`src/rtl/data_mem_pkg.sv`:
```
// Shared types for the dual-port data memory.
// Holds the controller state and collision-mode constants.
package data_mem_pkg;

  typedef enum logic {
    CLEAR = 1'b0,
    RUN   = 1'b1
  } state_e;

  localparam bit WRITE_FIRST_C = 1'b1;
  localparam bit READ_FIRST_C  = 1'b0;

endpackage

```
`src/rtl/data_mem_dp_core.sv`:
```
// Storage array with one write port and two registered read ports.
// Ports: clk_i, rst_n_i, we_i/waddr_i/wdata_i write port;
//   a_re_i/a_ok_i/a_raddr_i -> a_rdata_o, b_re_i/b_ok_i/b_raddr_i -> b_rdata_o.
module data_mem_dp_core
  import data_mem_pkg::*;
#(
  parameter int DATA_W      = 8,
  parameter int ADDR_W      = 5,
  parameter int DEPTH       = 32,
  parameter bit WRITE_FIRST = READ_FIRST_C
) (
  input  logic              clk_i,
  input  logic              rst_n_i,
  input  logic              we_i,
  input  logic [ADDR_W-1:0] waddr_i,
  input  logic [DATA_W-1:0] wdata_i,
  input  logic              a_re_i,
  input  logic              a_ok_i,
  input  logic [ADDR_W-1:0] a_raddr_i,
  input  logic              b_re_i,
  input  logic              b_ok_i,
  input  logic [ADDR_W-1:0] b_raddr_i,
  output logic [DATA_W-1:0] a_rdata_o,
  output logic [DATA_W-1:0] b_rdata_o
);

  logic [DATA_W-1:0] mem_q [DEPTH];

  logic [DATA_W-1:0] a_rdata_q;
  logic [DATA_W-1:0] a_rdata_d;
  logic [DATA_W-1:0] b_rdata_q;
  logic [DATA_W-1:0] b_rdata_d;
  logic              b_fwd;

  // The array has no reset; the clear engine zeroes it.
  always_ff @(posedge clk_i) begin
    if (we_i) begin
      mem_q[waddr_i] <= wdata_i;
    end
  end

  // Same-edge write to the B address: hand B the new word
  // only in write-first mode.
  assign b_fwd = (WRITE_FIRST == WRITE_FIRST_C)
               && we_i
               && (waddr_i == b_raddr_i);

  always_comb begin
    a_rdata_d = a_rdata_q;
    if (a_re_i) begin
      a_rdata_d = a_ok_i ? mem_q[a_raddr_i] : '0;
    end
  end

  always_comb begin
    b_rdata_d = b_rdata_q;
    if (b_re_i) begin
      if (!b_ok_i) begin
        b_rdata_d = '0;
      end else if (b_fwd) begin
        b_rdata_d = wdata_i;
      end else begin
        b_rdata_d = mem_q[b_raddr_i];
      end
    end
  end

  always_ff @(posedge clk_i or negedge rst_n_i) begin
    if (!rst_n_i) begin
      a_rdata_q <= '0;
      b_rdata_q <= '0;
    end else begin
      a_rdata_q <= a_rdata_d;
      b_rdata_q <= b_rdata_d;
    end
  end

  assign a_rdata_o = a_rdata_q;
  assign b_rdata_o = b_rdata_q;

endmodule

```
`src/rtl/data_memory_dp.sv`:
```
// Dual-port data memory: port A read/write, port B read-only, clear engine.
// Ports: Clk, Rst_n, Clr, Ready; A_Req/A_We/A_Address/A_Data_in ->
//   A_Data_out/A_Rd_valid; B_Req/B_Address -> B_Data_out/B_Rd_valid; Addr_err.
module data_memory_dp
  import data_mem_pkg::*;
#(
  parameter int DATA_W      = 8,
  parameter int ADDR_W      = 5,
  parameter int DEPTH       = 32,
  parameter bit WRITE_FIRST = READ_FIRST_C
) (
  input  logic              Clk,
  input  logic              Rst_n,
  input  logic              Clr,
  output logic              Ready,
  input  logic              A_Req,
  input  logic              A_We,
  input  logic [ADDR_W-1:0] A_Address,
  input  logic [DATA_W-1:0] A_Data_in,
  output logic [DATA_W-1:0] A_Data_out,
  output logic              A_Rd_valid,
  input  logic              B_Req,
  input  logic [ADDR_W-1:0] B_Address,
  output logic [DATA_W-1:0] B_Data_out,
  output logic              B_Rd_valid,
  output logic              Addr_err
);

  localparam logic [ADDR_W:0] DEPTH_L = (ADDR_W+1)'(DEPTH);
  localparam logic [ADDR_W:0] LAST_L  = (ADDR_W+1)'(DEPTH-1);

  state_e state_q;
  state_e state_d;

  // One bit wider than the address so DEPTH = 2**ADDR_W never wraps.
  logic [ADDR_W:0] cnt_q;
  logic [ADDR_W:0] cnt_d;

  logic ready_q;
  logic ready_d;
  logic a_vld_q;
  logic b_vld_q;
  logic err_q;

  logic a_acc;
  logic a_wr;
  logic a_rd;
  logic a_ok;
  logic b_rd;
  logic b_ok;
  logic err_d;

  logic              clr_we;
  logic              we;
  logic [ADDR_W-1:0] waddr;
  logic [DATA_W-1:0] wdata;

  // Every request is gated by the registered Ready.
  assign a_acc = A_Req & ready_q;
  assign a_wr  = a_acc & A_We;
  assign a_rd  = a_acc & ~A_We;
  assign b_rd  = B_Req & ready_q;

  assign a_ok = ({1'b0, A_Address} < DEPTH_L);
  assign b_ok = ({1'b0, B_Address} < DEPTH_L);

  assign err_d = (a_acc & ~a_ok) | (b_rd & ~b_ok);

  // Clear writes and port A writes never overlap:
  // port A is blocked whenever the engine runs.
  assign clr_we = (state_q == CLEAR);
  assign we     = clr_we | (a_wr & a_ok);
  assign waddr  = clr_we ? cnt_q[ADDR_W-1:0] : A_Address;
  assign wdata  = clr_we ? '0 : A_Data_in;

  always_comb begin
    state_d = state_q;
    cnt_d   = cnt_q;
    unique case (state_q)
      CLEAR: begin
        cnt_d = cnt_q + 1'b1;
        if (cnt_q == LAST_L) begin
          state_d = RUN;
          cnt_d   = '0;
        end
      end
      RUN: begin
        if (Clr) begin
          state_d = CLEAR;
          cnt_d   = '0;
        end
      end
    endcase
    ready_d = (state_d == RUN);
  end

  always_ff @(posedge Clk or negedge Rst_n) begin
    if (!Rst_n) begin
      state_q <= CLEAR;
      cnt_q   <= '0;
      ready_q <= 1'b0;
      a_vld_q <= 1'b0;
      b_vld_q <= 1'b0;
      err_q   <= 1'b0;
    end else begin
      state_q <= state_d;
      cnt_q   <= cnt_d;
      ready_q <= ready_d;
      a_vld_q <= a_rd;
      b_vld_q <= b_rd;
      err_q   <= err_d;
    end
  end

  data_mem_dp_core #(
    .DATA_W     (DATA_W),
    .ADDR_W     (ADDR_W),
    .DEPTH      (DEPTH),
    .WRITE_FIRST(WRITE_FIRST)
  ) u_core (
    .clk_i    (Clk),
    .rst_n_i  (Rst_n),
    .we_i     (we),
    .waddr_i  (waddr),
    .wdata_i  (wdata),
    .a_re_i   (a_rd),
    .a_ok_i   (a_ok),
    .a_raddr_i(A_Address),
    .b_re_i   (b_rd),
    .b_ok_i   (b_ok),
    .b_raddr_i(B_Address),
    .a_rdata_o(A_Data_out),
    .b_rdata_o(B_Data_out)
  );

  assign Ready      = ready_q;
  assign A_Rd_valid = a_vld_q;
  assign B_Rd_valid = b_vld_q;
  assign Addr_err   = err_q;

endmodule
```
`config.mk`:
```
export PLATFORM = sky130hd
export DESIGN_NAME = data_memory_dp
export DESIGN_NICKNAME = d
export VERILOG_FILES = /design/src/rtl/data_mem_pkg.sv /design/src/rtl/data_mem_dp_core.sv /design/src/rtl/data_memory_dp.sv
export SDC_FILE = /design/constraint.sdc
export NUM_CORES = 1
export LEC_CHECK = 0
export ABC_AREA = 0
export ABC_CLOCK_PERIOD_IN_PS = 4960
export CAP_MARGIN = 20
export CORE_MARGIN = 2
export CORE_UTILIZATION = 45
export CTS_BUF_LIST = sky130_fd_sc_hd__clkbuf_8
export CTS_CLUSTER_DIAMETER = 50
export DETAILED_ROUTE_END_ITERATION = 12
export GPL_TIMING_DRIVEN = 0
export PLACE_DENSITY_LB_ADDON = 0.05
export SETUP_SLACK_MARGIN = 0.4
export SYNTH_ARGS = -nofsm -noshare
export SYNTH_HDL_FRONTEND = slang
export SYNTH_HIERARCHICAL = 1
export SYNTH_SLANG_ARGS = --single-unit
export TNS_END_PERCENT = 1
```
`constraint.sdc`:
```
create_clock -name Clk -period 4.96 [get_ports Clk]
set_input_delay 1.488 -clock Clk [delete_from_list [all_inputs] [get_ports Clk]]
set_output_delay 1.488 -clock Clk [all_outputs]
set_load 0.02 [all_outputs]
```
=== Yosys cells after proc, flatten, opt, wreduce, memory -nomap -nowiden ===
Memories as Yosys holds them, arrays and structs flattened. A register that Yosys moved wholly into a read port is not among the register bits.
Cells that the tools add are included.

* Add/sub/neg operators: 1
* Equal/unequal tests: 2
* Muxes and demuxes: 10
* Bitwise operators: 7
* Reductions and logical operators: 2

{| class="wikitable"
|+ Operators by type and width
! kind !! number
|-
| $mux 6 || 2
|-
| $pmux 6 s2 || 1
|-
| $mux 8 || 1
|-
| $add 6x1->6 const B || 1
|-
| $eq 6x5->1 const B || 1
|-
| $mux 5 || 1
|-
| $and 1x1->1 || 4
|-
| $mux 1 || 4
|-
| $logic_not 1->1 || 2
|-
| $ne 2x2->1 const B || 1
|-
| $not 1->1 || 2
|-
| $pmux 1 s2 || 1
|-
| $or 1x1->1 || 1
|}

* Bits in registers: 9
* Bits in writable memories: 256
* Bits of input ports: 24
* Output and inout bits: 20
* Word-level logic and storage cells: 27
* Memories: 1

{| class="wikitable"
|+ Memory list
! name !! words !! bits a word !! read ports !! clocked after memory_dff !! write ports !! line !! text
|-
| u_core.mem_q || 32 || 8 || 2 || 2 || 1 || data_mem_dp_core.sv:27 || <nowiki>logic [DATA_W-1:0] mem_q [DEPTH];</nowiki>
|}

=== Logic depth before layout (Yosys ltp) ===
Gate-level depths: netlist (run 1).

* Depth in word-level cells: 5
* Mapped depth: 9
* Gate-level depth less buffers: 5

=== Modules after synthesis ===
Netlist (run 1), hierarchy kept.

{| class="wikitable"
|+ By module, submodules not included
! module !! times used !! cells an instance !! area an instance (um^2) !! sequential area each (um^2)
|-
| data_mem_dp_core || 1 || 768 || 12,998.7 || 8,087.8
|-
| data_memory_dp || 1 || 61 || 568.0 || 225.2
|}

=== Least setup slack after synthesis (run 1) ===
OpenSTA, ideal clock, no wires.

* Path type: input to register
* Start: in A_Address[1]
* End: mem u_core.mem_q[0][0], enable pin
* Library setup time: 370 ps
* Arrival: 2,791 ps
* Data required time: 4,590 ps
* Setup slack: 1,799 ps
* Stages: 4
* Buffers on the path: 1
* Path through: mux2_2 or3b_2 clkbuf_1 nor2_1

* Word-level cells in the longest chain between the ends: 1

{| class="wikitable"
|+ RTL lines
! element !! line !! text
|-
| start, declared || data_memory_dp.sv:18 || <nowiki>input logic [ADDR_W-1:0] A_Address,</nowiki>
|-
| $mux 5 || data_memory_dp.sv:73 || <nowiki>assign waddr = clr_we ? cnt_q[ADDR_W-1:0] : A_Address;</nowiki>
|-
| end, declared || data_mem_dp_core.sv:27 ||
|}

Every way passes these cells.

==> flow_summary.yaml, run 1 <==
final_layout:
  synthToLayoutAreaGrowth_pct: 15.0
  drive_above_1_share_pct: 20.5
  antenna_cells: 0
  fin_nets: 955
  final_cells: 1356
  design_area_mm2: 0.0156
timing:
  finalCritPeriodShare_pct: 83.6
  final-setup-viol-count: 0
  skew_ns: 0.0323
  tns_ns: 0
  slew_headroom_pct: 34.5
  finalCriticalPeriod_ns: 4.14
  drv_slew: 0
  fin_ws_ns: 0.816
  fmax_mhz: 241
  hold_violations: 0
  worst_pin_slew_ns: 0.979
  rsz0062_at_grt: "no"
pwr:
  swShare_pct: 28.5
  power_switching_mw: 1.76
  p_int_mw: 4.42
  power.share.clock_pct: 32.7
  powerDensity_mw_per_mm2: 396
  combPwrFrac_pct: 18.4
  leakage_nw: 5.63
  pwr-share-seq_pct: 48.9
  ir_worst_vdd_v: 0.000250
logic_synthesis:
  synth_area_mm2: 0.0136
  synth-simple-area-share_pct: 4.15
  synth.avg_cell_area_um2: 16.4
  ys_seq_area_share_pct: 61.3
  async_flop_share_pct: 8.90
  synth_top_flop_cell: "edfxtp_1"
  synth_top_family_by_area: "multiplexers"
  synth_edf_count: 256
  synthAdderAreaFrac_pct: 0.0922
  synth_mux_area_share_pct: 23.7
  yosys.area.top_type_share_pct: 56.7
  synth_compound_area_share_pct: 7.58
  yosysWarnings: 6
  yosys.area.top_type: "edfxtp_1"
  synth.distinct_cells: 44
  synth-seq-cells: 281
  synth.area.top_cells: "edfxtp_1 57%, mux2i_1 9.8%, mux4_2 7.6%, dfrtp_1 4.6%, mux4_1 3.5%"
  synth_cells: 829
  synth.most_common_cell: "edfxtp_1"
  synth_xor_area_share_pct: 0.129
  synthTopCellsByCount: "256 x edfxtp_1, 133 x mux2i_1, 46 x mux4_2"
floorplan:
  die-area_mm2: 0.0316
  ioPinCount: 44
  rows: 63
  start_util_pct: 45.8
  core_area_mm2: 0.0296
  die_y_um: 178
  fp.dieW_um: 178
hold_path:
  holdPathEnd: "u_core/b_rdata_o[3]"
  min_from: "u_core/b_rdata_o[3]"
  holdPathStages: 1
  worstHoldPathType: "register to register"
setup_path:
  timing.rr.end: "u_core/mem_q[8][0]"
  r2r_cells: 5
  cp.required_ns: 5.37
  cp_slowest_cell: "clkbuf_1"
  crit_path_cell_trace: "clkdlybuf4s50_1, buf_2, nor2b_1, clkbuf_1, clkbuf_1, a21oi_1, a221oi_2, o22ai_1"
  crit_type: "primary input to register"
  startpoint: "A_Address[2]"
  cp_max_fo: 10
  arrival_ns: 4.55
  timing.rr.start: "Ready"
  cp-end-kind: "register"
  cp_common_cell: "clkbuf_1"
  slowest_delay_ns: 0.59
  startpoint_type: "primary input"
  r2r_slack_ns: 1.91
global_route:
  gr-total-overflow: 0
  grt_max_degree: 33
  grt_pass1_vias: 8284
  grt_pass1_wl_um: 55300
  antenna_found_initial: 0
  gr-usage-all-layers_pct: 24.6
clocking:
  post_cts_buffers: 0
  htreeDepth: 2
  cts_resized: 0
  root_buffer: "clkbuf_8"
  clk-insertion-delay-late_ns: 0.57
  clockBufferDepth: 3
  cts-hold-fix-buffers: 0
  cts_sinks: 281
  clkTransAtPathRegs_ns: 0.06
  cts_buffers: 48
  cts_tree: "done"
run_status:
  status: "finished clean"
drt:
  wire_per_inst_um: 28.1
  ant_nets: 0
  drc: 0
  vias: 8218
  top_layer: "met4"
  drt-met1-wl_um: 16200
  drt_iter0_markers: 786
  viasPerCell: 6.06
  met3_length_um: 2630
  detail_route.wirelength_um: 38100
  drt_pass1_iterations: 5
  route.met2.wl_um: 18400
place:
  placed_area_mm2: 0.0146
  dpl.cell_count: 1266
  portBuffers: 40
  gp_congestion: 1.11
  dp_slack_ns: 0.356
  hpwl_um: 27200
flow_run:
  cap_viol_max_count: 0
per-stage QoR:
stage / hold WS (ns) / total power [mW] / utilization, %
after floorplan: 0.501 / 3.74 / -
after global placement: 0.487 / 4.14 / 48.8
after detailed placement: 0.488 / 4.19 / 49.2
after CTS: 0.499 / 6.21 / 52.3
after global routing: 0.522 / 6.42 / 52.6
final: 0.494 / 6.18 / 52.6
critical path, delay by kind of cell:
family,cells,cell delay (ns)
buffers and inverters,4,1.85
and+or+nand+nor,1,0.17
AOI/OAI and AO/OA,3,1.03
state kept, by name, summed over array words and instances, names as in the netlist:
name              count
B_Rd_valid            1
u_core/a_rdata_o      8
u_core/mem_q        256
cnt_q                 6
Ready                 1
A_Rd_valid            1
u_core/b_rdata_o      8
cell type report:
class	count	area (µm²)
Buffer	61	372
Clock buffer	54	743
Clock inverter	32	190
Fill cell	2503	14000
Inverter	11	41.3
Multi-Input combinational cell	478	4850
Sequential cell	281	8310
Tap cell	390	488
Timing Repair Buffer	49	606
routing by layer:
metal / vias to the layer above / track usage [%]
li1: 3600 / -
met1: 4239 / 34.5
met2: 327 / 40.1
met3: 52 / 3.83
met4: 0 / 6.52
met5: - / 0
logic make-up after synthesis:
logic type      count (synthesis)
compound gates                126
simple gates                  115
flops                         281
xor+xnor                        2
buf+inv                        72
mux                           230
fa+ha+maj                       1
other cells                     2
placed cells by master, fill, tap and decap left out, types with 10 or more instances in the layout:
| cell type | netlist | routed |
|---|---|---|
| clkbuf_1 | 27 | 27 |
| mux4_2 | 46 | 46 |
| buf_2 | 10 | 10 |
| o221ai_1 | 11 | 11 |
| o22ai_1 | 11 | 11 |
| nor2_1 | 37 | 37 |
| a221oi_1 | 16 | 16 |
| mux4_1 | 18 | 18 |
| a22o_1 | 27 | 27 |
| mux2_2 | 33 | 33 |
| inv_1 | 11 | 29 |
| clkdlybuf4s50_1 | 0 | 40 |
| and2_1 | 13 | 13 |
| a221oi_2 | 11 | 11 |
| mux2i_1 | 133 | 133 |
| nand3_1 | 13 | 13 |
| nand2_1 | 27 | 27 |
| dfrtp_1 | 25 | 25 |
| a21oi_1 | 27 | 27 |
| buf_4 | 10 | 10 |
| clkbuf_8 | 0 | 54 |
| edfxtp_1 | 256 | 256 |
| a22oi_1 | 11 | 11 |
power by group through the flow:
stage / Clock (mW) / Combinational, mW / Sequential (mW)
after floorplan: 0 / 0.690 / 3.05
after global placement: 0 / 1.09 / 3.05
after detailed placement: 0 / 1.12 / 3.07
after CTS: 2.07 / 1.12 / 3.02
after global routing: 2.17 / 1.21 / 3.05
final: 2.02 / 1.14 / 3.02
how the worst max path moves through the flow:
stage                                endpoint  slack [ns]
final                     u_core/a_rdata_o[1]        0.82
after floorplan            u_core/mem_q[0][0]        1.80
after global routing      u_core/a_rdata_o[2]        0.80
after detailed placement  u_core/a_rdata_o[1]        0.36
after global placement    u_core/a_rdata_o[7]        0.40
after CTS                 u_core/a_rdata_o[1]        0.94
(Power assumes the default switching activity.)
==> inputs of run 2 (changes only) <==
--- a/config.mk
+++ b/config.mk
@@ -6,7 +6,7 @@
 export NUM_CORES = 1
 export LEC_CHECK = 0
 export ABC_AREA = 0
-export ABC_CLOCK_PERIOD_IN_PS = 4960
+export ABC_CLOCK_PERIOD_IN_PS = 4019
 export CAP_MARGIN = 20
 export CORE_MARGIN = 2
 export CORE_UTILIZATION = 45
==> constraint.sdc (replaced) <==
create_clock -name Clk -period 4.02 [get_ports Clk]
set_input_delay 1.206 -clock Clk [delete_from_list [all_inputs] [get_ports Clk]]
set_output_delay 1.206 -clock Clk [all_outputs]
set_load 0.02 [all_outputs]
==> run 2 against run 1 <==
Against the previous run:
- sequential power increased by 24%
- count of clock-buffer cells in the layout unchanged
- largest power group unchanged
- worst setup slack worse by 0.44 ns
- total power increased by 23%
- cell count unchanged
==> flow_summary.yaml, run 2 (synthesis results as in run 1) <==
run_status:
  status: "finished clean"
place:
  gp_congestion: 1.11
  hpwl_um: 27200
  placed_area_mm2: 0.0146
  portBuffers: 40
final_layout:
  post-route-util_pct: 52.7
  regArea_mm2: 0.00831
  multiInputGateArea_mm2: 0.00485
  fin_nets: 955
  drive_above_1_share_pct: 20.8
  top_register: "u_core/mem_q"
  design_area_mm2: 0.0156
  synthToLayoutAreaGrowth_pct: 15.0
  antenna_cells: 0
  final_common_cell: "edfxtp_1"
  n_fill_cell: 2503
  final_cell_mix: "256 x edfxtp_1, 133 x mux2i_1, 54 x clkbuf_8, 46 x mux4_2, 40 x clkdlybuf4s50_1"
  largest_reg_flops: 256
drt:
  ant_nets: 0
  viasPerCell: 6.05
  drc: 0
  drt_pass1_iterations: 5
  drt_iter0_markers: 813
  wire_per_inst_um: 28.1
  vias: 8203
  detail_route.wirelength_um: 38100
timing:
  drv_slew: 0
  worst_pin_slew_ns: 0.985
  skew_ns: 0.0321
  slew_headroom_pct: 34.1
  fmax_mhz: 274
  rsz0062_at_grt: "no"
  finalCritPeriodShare_pct: 90.6
  final-setup-viol-count: 0
  tns_ns: 0
  finalCriticalPeriod_ns: 3.64
  hold_violations: 0
global_route:
  gr-total-overflow: 0
  grt_pass1_vias: 8284
  grt_pass1_wl_um: 55300
  grt_max_degree: 33
  gr-usage-all-layers_pct: 24.6
  antenna_found_initial: 0
setup_path:
  cp-end-kind: "register"
  cp_slowest_cell: "clkbuf_1"
  cp_max_fo: 10
  crit_path_cell_trace: "clkdlybuf4s50_1, buf_2, clkbuf_1, mux4_1, mux2_2, a221oi_2, o22ai_1"
  startpoint_type: "primary input"
  slowest_delay_ns: 0.56
  critPathBufInv: 3
  cpLargestDelayFamily: "buffers and inverters"
  cp.required_ns: 4.42
  crit_type: "primary input to register"
  arrival_ns: 4.04
clocking:
  htreeDepth: 2
  clkTransAtPathRegs_ns: 0.06
  root_buffer: "clkbuf_8"
  cts_sinks: 281
  post_cts_buffers: 0
  clk-insertion-delay-late_ns: 0.57
  cts_tree: "done"
  clockBufferDepth: 3
  cts_buffers: 48
pwr:
  pwr-share-seq_pct: 48.9
  swShare_pct: 28.5
  powerDensity_mw_per_mm2: 489
  power.share.clock_pct: 32.7
  ir_worst_vdd_v: 0.000308
  leakage_nw: 5.64
  power_switching_mw: 2.18
  p_int_mw: 5.45
  combPwrFrac_pct: 18.4
floorplan:
  fp.dieW_um: 178
  die-area_mm2: 0.0316
  ioPinCount: 44
  rows: 63
  core_area_mm2: 0.0296
  die_y_um: 178
  start_util_pct: 45.8
flow_run:
  cap_viol_max_count: 0
hold_path:
  worstHoldPathType: "register to register"
-- run 2: cell counts in the layout (fill, tap and decap cells not counted) --
No cell type changed its count.
-- run 2: cell type report --
type                            count  share of cell area (%)
Sequential cell                   281                    53.3
Multi-Input combinational cell    478                    31.1
Clock buffer                       54                    4.76
Timing Repair Buffer               49                    3.88
Tap cell                          390                    3.13
Buffer                             61                    2.40
Clock inverter                     32                    1.22
Inverter                           11                   0.265
-- run 2: metal layers --
metal | GRT usage, % | wire, µm
met1 | 34.5 | 16200
met2 | 40.1 | 18400
met3 | 3.83 | 2560
met4 | 6.52 | 941
met5 | 0 | 0
-- run 2: worst paths after layout --
check | start | end | slack (ns) | cells past startpoint
setup / recovery | A_Address[1] | u_core/a_rdata_o[2] | 0.38 | 7
hold / removal | u_core/b_rdata_o[3] | u_core/b_rdata_o[3] | 0.49 | 1
setup reg to reg | Ready | u_core/mem_q[8][0] | 0.96 | 5
hold reg to reg | u_core/b_rdata_o[3] | u_core/b_rdata_o[3] | 0.49 | 1
max in group asynchronous | Rst_n | u_core/b_rdata_o[7] | 2.44 | 2
min in group asynchronous | Rst_n | cnt_q[4] | 1.02 | 1
-- run 2: stage by stage --
step | power [mW] | cells | setup slack [ns] | hold WS (ns)
detailed placement | 5.16 | 1266 | -0.302 | 0.488
finish | 7.63 | 1356 | 0.376 | 0.494
floorplan | 4.61 | 831 | 1.14 | 0.501
CTS | 7.66 | 1352 | 0.492 | 0.499
global route | 7.93 | 1356 | 0.407 | 0.522
global placement | 5.11 | 1261 | -0.257 | 0.487
-- run 2: power groups by stage --
stage	sequential [mW]	clock [mW]	combinational, mW
2_1_floorplan	3.76	0	0.852
4_1_cts	3.73	2.55	1.39
6_report	3.73	2.50	1.40
5_1_grt	3.76	2.68	1.49
3_5_place_dp	3.79	0	1.38
3_3_place_gp	3.76	0	1.34
-- run 2: timing repair --
| action | CTS | global route |
|---|---|---|
| setup endpoints to repair | 4 | 1 |
| gates resized for setup | 2 | 1 |
| gates cloned | 0 | 0 |
| hold buffers | 0 | 0 |
